**src/rtl/pio_link_pkg.sv**
```systemverilog
// Shared types for the PIO byte link: software command codes and download states.
package pio_link_pkg;

    localparam int DW_DEF = 8;

    typedef enum logic [1:0] {
        CMD_IDLE  = 2'b00,
        CMD_START = 2'b01,
        CMD_ACK   = 2'b10,
        CMD_ABORT = 2'b11
    } cmd_e;

    typedef enum logic [1:0] {
        IDLE,
        ARMED,
        PRESENT,
        WAIT_REL
    } dl_state_e;

endpackage

```
**src/rtl/pio_byte_link_ctrl_if.sv**
```systemverilog
// PIO bank, download FIFO and upload stream signals of the byte link.
// The slave side is the controller; the master side is software plus board logic.
interface pio_byte_link_ctrl_if #(
    parameter int DW = pio_link_pkg::DW_DEF
);
    logic [1:0]    pio_outsignal;
    logic [DW-1:0] pio_curbyteout;
    logic          pio_load;
    logic          pio_readytodownload;
    logic          pio_instrobe;
    logic [DW-1:0] pio_curbytein;
    logic          pio_empty;
    logic          dl_fifo_empty;
    logic [DW-1:0] dl_fifo_rdata;
    logic          dl_fifo_rd;
    logic          ul_valid;
    logic [DW-1:0] ul_data;
    logic          ul_ready;
    logic          err_timeout;
    logic          err_overflow;

    modport slave (
        input  pio_outsignal, pio_curbyteout, pio_load,
        input  dl_fifo_empty, dl_fifo_rdata, ul_ready,
        output pio_readytodownload, pio_instrobe, pio_curbytein, pio_empty,
        output dl_fifo_rd, ul_valid, ul_data, err_timeout, err_overflow
    );

    modport master (
        output pio_outsignal, pio_curbyteout, pio_load,
        output dl_fifo_empty, dl_fifo_rdata, ul_ready,
        input  pio_readytodownload, pio_instrobe, pio_curbytein, pio_empty,
        input  dl_fifo_rd, ul_valid, ul_data, err_timeout, err_overflow
    );
endinterface

```
**src/rtl/pio_link_ul_slot.sv**
```systemverilog
// Upload path: rising-edge detect on the software load strobe feeding a single
// valid/ready holding slot, with a sticky flag for bytes that found it full.
module pio_link_ul_slot #(
    parameter int DW = pio_link_pkg::DW_DEF
) (
    input  logic          clk,
    input  logic          rst_n,
    input  logic          i_load,
    input  logic [DW-1:0] i_byte,
    input  logic          i_ul_ready,
    input  logic          i_clr,
    output logic          o_ul_valid,
    output logic [DW-1:0] o_ul_data,
    output logic          o_overflow
);

    logic          r_load_q;
    logic          r_ul_valid;
    logic [DW-1:0] r_ul_data;
    logic          r_overflow;
    logic          w_edge;
    logic          w_slot_free;

    assign w_edge      = i_load & ~r_load_q;
    // A byte leaving this cycle frees the slot for a same-cycle arrival.
    assign w_slot_free = ~r_ul_valid | i_ul_ready;

    // NOTE: non-blocking assignments keep every register sampling pre-edge values.
    always_ff @(posedge clk) begin
        if (!rst_n) begin
            // NOTE: the data register is reset too, so ul_data reads 0 after reset.
            r_load_q   <= 1'b0;
            r_ul_valid <= 1'b0;
            r_ul_data  <= '0;
            r_overflow <= 1'b0;
        end else begin
            r_load_q <= i_load;

            if (w_edge && w_slot_free) begin
                r_ul_data  <= i_byte;
                r_ul_valid <= 1'b1;
            end else if (!w_edge && r_ul_valid && i_ul_ready) begin
                r_ul_valid <= 1'b0;
            end

            if (i_clr) begin
                r_overflow <= 1'b0;
            end else if (w_edge && !w_slot_free) begin
                r_overflow <= 1'b1;
            end
        end
    end

    assign o_ul_valid = r_ul_valid;
    assign o_ul_data  = r_ul_data;
    assign o_overflow = r_overflow;

endmodule

```
**src/rtl/pio_byte_link_ctrl.sv**
```systemverilog
// Byte sequencer between the Nios PIO bank and the board byte streams: download
// FSM with ACK timeout, plus the upload slot.
module pio_byte_link_ctrl
    import pio_link_pkg::*;
#(
    parameter int DW          = DW_DEF,
    parameter int TIMEOUT_CYC = 50_000_000
) (
    input  logic                clk_clk,
    input  logic                reset_reset_n,
    pio_byte_link_ctrl_if.slave bus
);

    localparam bit             TO_EN    = (TIMEOUT_CYC != 0);
    localparam int             CW       = TO_EN ? $clog2(TIMEOUT_CYC + 1) : 1;
    localparam logic [CW-1:0]  CNT_LAST = CW'(TO_EN ? TIMEOUT_CYC - 1 : 0);
    localparam logic [CW-1:0]  CNT_SAT  = '1;

    dl_state_e     r_state;
    dl_state_e     w_state_nxt;
    logic [CW-1:0] r_cnt;
    logic [DW-1:0] r_curbytein;
    logic          r_err_timeout;
    cmd_e          w_cmd;
    logic          w_abort;
    logic          w_dl_rd;
    logic          w_to_hit;

    assign w_cmd   = cmd_e'(bus.pio_outsignal);
    assign w_abort = (w_cmd == CMD_ABORT);

    always_comb begin
        // NOTE: defaults first so every path assigns every output (no latches).
        w_state_nxt = r_state;
        w_dl_rd     = 1'b0;
        w_to_hit    = 1'b0;

        if (w_abort) begin
            w_state_nxt = IDLE;
        end else begin
            case (r_state)
                IDLE: begin
                    if (w_cmd == CMD_START) w_state_nxt = ARMED;
                end
                ARMED: begin
                    if (!bus.dl_fifo_empty) begin
                        w_dl_rd     = 1'b1;
                        w_state_nxt = PRESENT;
                    end
                end
                PRESENT: begin
                    // ACK arriving on the last allowed cycle still wins.
                    if (w_cmd == CMD_ACK) begin
                        w_state_nxt = WAIT_REL;
                    end else if (TO_EN && r_cnt == CNT_LAST) begin
                        w_to_hit    = 1'b1;
                        w_state_nxt = IDLE;
                    end
                end
                WAIT_REL: begin
                    if (w_cmd != CMD_ACK) w_state_nxt = ARMED;
                end
                default: w_state_nxt = IDLE;
            endcase
        end
    end

    always_ff @(posedge clk_clk) begin
        if (!reset_reset_n) begin
            r_state       <= IDLE;
            r_cnt         <= '0;
            r_curbytein   <= '0;
            r_err_timeout <= 1'b0;
        end else begin
            r_state <= w_state_nxt;

            if (w_dl_rd) r_curbytein <= bus.dl_fifo_rdata;

            // Counts completed PRESENT cycles; restarts on every fresh byte.
            if (r_state == PRESENT && w_state_nxt == PRESENT) begin
                if (r_cnt != CNT_SAT) r_cnt <= r_cnt + 1'b1;
            end else begin
                r_cnt <= '0;
            end

            if (w_abort) begin
                r_err_timeout <= 1'b0;
            end else if (w_to_hit) begin
                r_err_timeout <= 1'b1;
            end
        end
    end

    assign bus.pio_readytodownload = (r_state != IDLE);
    assign bus.pio_instrobe        = (r_state == PRESENT);
    assign bus.pio_curbytein       = r_curbytein;
    assign bus.pio_empty           = bus.dl_fifo_empty & (r_state != PRESENT);
    assign bus.dl_fifo_rd          = w_dl_rd;
    assign bus.err_timeout         = r_err_timeout;

    pio_link_ul_slot #(
        .DW (DW)
    ) u_ul_slot (
        .clk        (clk_clk),
        .rst_n      (reset_reset_n),
        .i_load     (bus.pio_load),
        .i_byte     (bus.pio_curbyteout),
        .i_ul_ready (bus.ul_ready),
        .i_clr      (w_abort),
        .o_ul_valid (bus.ul_valid),
        .o_ul_data  (bus.ul_data),
        .o_overflow (bus.err_overflow)
    );

endmodule
```
**src/flat_wrapper.sv**
```systemverilog
// flat-port wrapper written by rule: the top's interface ports become plain ports
module pio_byte_link_ctrl_flat import pio_link_pkg::*;
#(
    parameter int DW          = DW_DEF,
    parameter int TIMEOUT_CYC = 50_000_000
)
  (clk_clk, reset_reset_n, bus_pio_outsignal, bus_pio_curbyteout, bus_pio_load, bus_dl_fifo_empty, bus_dl_fifo_rdata, bus_ul_ready, bus_pio_readytodownload, bus_pio_instrobe, bus_pio_curbytein, bus_pio_empty, bus_dl_fifo_rd, bus_ul_valid, bus_ul_data, bus_err_timeout, bus_err_overflow);
  pio_byte_link_ctrl_if #(.DW(DW)) bus_i ();
  input  logic clk_clk;
  input  logic reset_reset_n;
  input wire logic [$bits(bus_i.pio_outsignal)-1:0] bus_pio_outsignal;
  input wire logic [$bits(bus_i.pio_curbyteout)-1:0] bus_pio_curbyteout;
  input wire logic [$bits(bus_i.pio_load)-1:0] bus_pio_load;
  input wire logic [$bits(bus_i.dl_fifo_empty)-1:0] bus_dl_fifo_empty;
  input wire logic [$bits(bus_i.dl_fifo_rdata)-1:0] bus_dl_fifo_rdata;
  input wire logic [$bits(bus_i.ul_ready)-1:0] bus_ul_ready;
  output wire logic [$bits(bus_i.pio_readytodownload)-1:0] bus_pio_readytodownload;
  output wire logic [$bits(bus_i.pio_instrobe)-1:0] bus_pio_instrobe;
  output wire logic [$bits(bus_i.pio_curbytein)-1:0] bus_pio_curbytein;
  output wire logic [$bits(bus_i.pio_empty)-1:0] bus_pio_empty;
  output wire logic [$bits(bus_i.dl_fifo_rd)-1:0] bus_dl_fifo_rd;
  output wire logic [$bits(bus_i.ul_valid)-1:0] bus_ul_valid;
  output wire logic [$bits(bus_i.ul_data)-1:0] bus_ul_data;
  output wire logic [$bits(bus_i.err_timeout)-1:0] bus_err_timeout;
  output wire logic [$bits(bus_i.err_overflow)-1:0] bus_err_overflow;
  assign bus_i.pio_outsignal = bus_pio_outsignal;
  assign bus_i.pio_curbyteout = bus_pio_curbyteout;
  assign bus_i.pio_load = bus_pio_load;
  assign bus_i.dl_fifo_empty = bus_dl_fifo_empty;
  assign bus_i.dl_fifo_rdata = bus_dl_fifo_rdata;
  assign bus_i.ul_ready = bus_ul_ready;
  assign bus_pio_readytodownload = bus_i.pio_readytodownload;
  assign bus_pio_instrobe = bus_i.pio_instrobe;
  assign bus_pio_curbytein = bus_i.pio_curbytein;
  assign bus_pio_empty = bus_i.pio_empty;
  assign bus_dl_fifo_rd = bus_i.dl_fifo_rd;
  assign bus_ul_valid = bus_i.ul_valid;
  assign bus_ul_data = bus_i.ul_data;
  assign bus_err_timeout = bus_i.err_timeout;
  assign bus_err_overflow = bus_i.err_overflow;
  pio_byte_link_ctrl #(.DW(DW), .TIMEOUT_CYC(TIMEOUT_CYC)) u_core (.clk_clk(clk_clk), .reset_reset_n(reset_reset_n), .bus(bus_i));
endmodule
```
**config.mk**
```make
export PLATFORM = sky130hd
export DESIGN_NAME = pio_byte_link_ctrl_flat
export DESIGN_NICKNAME = d
export VERILOG_FILES = /design/src/rtl/pio_link_pkg.sv /design/src/rtl/pio_byte_link_ctrl_if.sv /design/src/rtl/pio_link_ul_slot.sv /design/src/rtl/pio_byte_link_ctrl.sv /design/src/flat_wrapper.sv
export SDC_FILE = /design/constraint.sdc
export NUM_CORES = 1
export LEC_CHECK = 0
export CAP_MARGIN = 20
export CORE_ASPECT_RATIO = 1.5
export CORE_MARGIN = 2
export CORE_UTILIZATION = 46
export CTS_CLUSTER_SIZE = 10
export DETAILED_ROUTE_END_ITERATION = 8
export GPL_ROUTABILITY_DRIVEN = 0
export PLACE_DENSITY = 0.76
export SLEW_MARGIN = 10
export SYNTH_ARGS = -nofsm -noshare
export SYNTH_HDL_FRONTEND = slang
export SYNTH_SLANG_ARGS = --single-unit
```
**constraint.sdc**
```tcl
create_clock -name clk_clk -period 2.03 [get_ports clk_clk]
set_input_delay 0.406 -clock clk_clk [delete_from_list [all_inputs] [get_ports clk_clk]]
set_output_delay 0.406 -clock clk_clk [all_outputs]
set_load 0.05 [all_outputs]
```
==> run metrics <==
synth-to-layout area growth=35.51%; net switching power of the design=0.0004643 W; antenna violations before repair=0; share of synthesized cell area in and, or, nand and nor gates=0.3253; startpoint-to-endpoint class of the critical path=input pin to output pin; origin of the critical flop-to-flop path=u_core.r_cnt[0]; pwr dens=around 600 mW/mm^2; DRC violations left=0; die area=0.005426 sq mm; CTS H-tree lvls=2; HPWL after detailed placement=approximately 3700 um; Total Nets Final=341; DIE HEIGHT=89.22 um; clock latency on the worst-skew pair=roughly 310 ps; total congestion overflow after global routing=0; Initial Util=0.4707; I/O pin count=46; Hold Buf Count CTS=0; cell types with the largest area share after synthesis=dfxtp_1, nand2_1, mux2i_1; fin crit share=0.9661; clock-pin transition on the worst setup and hold timing paths=around 100 ps; worst hold start=u_core.bus.pio_curbytein[7]; detailed-route wire length=between 4000 and 5000 um; met3 track utilization from global routing=0.04776; adder-cell share of the synthesized area=0.005618; fraction of final layout cells with drive strength greater than 1=0.1541; count of state elements after synthesis=48; Worst Skew=12.14 ps; Non-Filler Cell Area, Final=between 0.003 and 0.004 sq mm; vias post-DR=just under 2000; Leak Pwr=between 1 and 1.5 nW; PortBufs=45; Maximum Capacitance Violations=0; result of the run=finished clean; data arrival time at the worst-slack endpoint=around 1600 ps; fraction of power consumed by sequential logic=0.536; post-detailed-route count of antenna-violating nets=0; cell count after placement=around 380; share of synthesized area occupied by flip-flops and latches=0.4315; CP Launch Point=bus_dl_fifo_empty; Num CTS Buffers=5; met2 Track Usage GR=0.3519; Global Route met1 Usage=0.2093; largest family of logic cells by synthesized area=simple AND/OR/NAND/NOR gates; clock network fraction of design power=0.331; Initial DRC Count=50; standard cell core area=roughly 0.0047 sq mm; post-synthesis cell count=around 250; type of origin of the critical path=input pin; post-layout power=0.001815 W; tightest slew margin relative to the limit=0.6524; category of the worst setup path capture point=output pin; Internal Power=about 0.0014 W; fill cell total of the finished layout=roughly 450; number of warning messages in the yosys log=0; area post-placement=approximately 0.0029 sq mm; wire length of the first global-routing pass=8038 um; Most Used Layer, Global Route=met2; via count of the first global-routing pass=1904; RSZ-0062 raised after global routing=no; # diodes=0; combinational fraction of design power=0.133; routed length per instance=approximately 13 um; Compound-Gate Fraction of Synth Area=0.1219; max-slew violation count=0; sink count of the clock tree=between 40 and 50; cell type with the highest aggregate area in the netlist=dfxtp_1; post-CTS setup buffer count=0; number of endpoints failing setup at the final stage=0; Syn Area/Cell=between 8 and 9 sq um; Final Core Density=0.6378; clock buffer depth=2; post-synth top area share=0.4315; root cell of the clock tree=clkbuf_8; final cell count without fillers=384; Switching Fraction=0.2558; highest net fanout along the worst path=3; Worst Tran Pin Value=roughly 520 ps; CTS tree=done; Hold Violations, Final=0; post-synth design cell area=between 0.002 and 0.0025 sq mm; f_max=509.9 MHz; Final TNS setup=0 ps; Core Rows=31; global-route usage over all layers=0.1959; maximum number of pins on one net before global-route repair=27; synthesized-area fraction occupied by xor and xnor cells=0.05112; worst ir drop on vdd=~0.36 mV; final period demand of the worst path=1961 ps; WP data required=1620 ps; die width=~61 um; share of synthesized area spent on multiplexers=0.04045; distinct cell type count of the synthesized netlist=44; number of nets produced by synthesis=~280; path category of the worst min-delay check=register to register; DRT Pass-1 Iters=4; via density per instance=5.180
[timing repair]
item / 4_1_cts / 5_1_grt
resized for setup: 3 / 4
pin swaps: 0 / 0
endpoints found under the setup margin: 2 / 4
[layout make-up]
class                      count  area (sq um)  area share
clock buffer                   6         82.58     0.02736
clock inverter                 2         15.01    0.004975
inverter                       2         8.758    0.002902
multi-input combinational    195          1239      0.4104
sequential                    48         960.9      0.3184
tap                           66         82.58     0.02736
timing repair buffer          65         629.4      0.2085
[worst paths after layout]
kind                                      end  slack, ps  depth (start not counted)
setup / recovery               bus_dl_fifo_rd         70                          5
hold / removal    u_core.bus.pio_curbytein[7]        460                          2
setup reg to reg              u_core.r_cnt[1]        110                          7
hold reg to reg   u_core.bus.pio_curbytein[7]        460                          2
[layout by cell type (no fill, tap or decap), types with 4 or more instances in the layout]
master,n
dfxtp_1,48
clkdlybuf4s50_1,41
nand2_1,27
nor2_1,23
buf_4,20
a21oi_1,16
nor2b_1,13
nor3_1,11
a21boi_0,10
xnor2_1,10
nand3_1,9
mux2i_1,9
nand4_1,8
o21ai_0,6
clkbuf_8,6
or3_1,5
or2_2,4
a211oi_1,4
[power by group through the flow]
stage	Combinational [W]	Clock, W	Sequential [W]
final	0.000242	0.000601	0.000973
after global placement	0.000240	0	0.000993
after global routing	0.000259	0.000658	0.000975
after detailed placement	0.000243	0	0.000994
after floorplan	0.0000767	0	0.00105
after CTS	0.000243	0.000619	0.000972
[worst max-delay path: stages]
cell	delay, ps
clkdlybuf4s50_1	420
nand2b_4	150
or3b_4	380
clkinv_2	70
buf_12	130
[cell usage after synthesis (all sizes together)]
library cell,instances
nor4,4
o21ba,1
buf,4
nor3b,1
nand3b,1
or2,4
and3,2
o31ai,2
or3,5
xor2,3
xnor2,10
o221a,1
a211oi,4
clkbuf,4
inv,1
clkinv,1
nor4b,3
mux2i,9
and2,2
or4,4
nand2,27
nand4,11
nor2b,13
a21oi,16
a21boi,11
nor2,24
nand2b,3
and4,2
nor3,13
ha,1
dfxtp,48
or3b,1
a31oi,2
o21ai,6
nand3,9
[per-layer routing]
| layer | part of all wire | wire length (um) |
|---|---|---|
| met5 | 0 | 0 |
| met4 | 0.018 | 87 |
| met3 | 0.054 | 266 |
| met2 | 0.52 | 2564 |
| met1 | 0.41 | 1996 |
[registers in the layout, indices dropped and copies added (netlist names)]
signal                       cells
u_core.bus.err_timeout           1
u_core.r_cnt                    26
u_core.r_state                   2
u_core.u_ul_slot.o_ul_valid      1
u_core.bus.pio_curbytein         8
u_core.u_ul_slot.o_overflow      1
u_core.u_ul_slot.r_load_q        1
u_core.u_ul_slot.o_ul_data       8
[cells by family after synthesis]
| kind of cell | after synthesis |
|---|---|
| xor gates and xnor gates | 13 |
| and+or+nand+nor | 129 |
| DFF | 48 |
| adders and majority gates | 1 |
| AOI/OAI and AO/OA | 43 |
| buffers and inverters | 10 |
| muxes | 9 |
[metrics by stage]
stage	hold slack, ps	worst slack, ps
after CTS	470.7	35.59
after global placement	447.5	-56.29
final	464.8	68.78
after detailed placement	456.8	-59.71
after global routing	486.4	12.72
after floorplan	477.3	25.07
(Power assumes the default switching activity.)
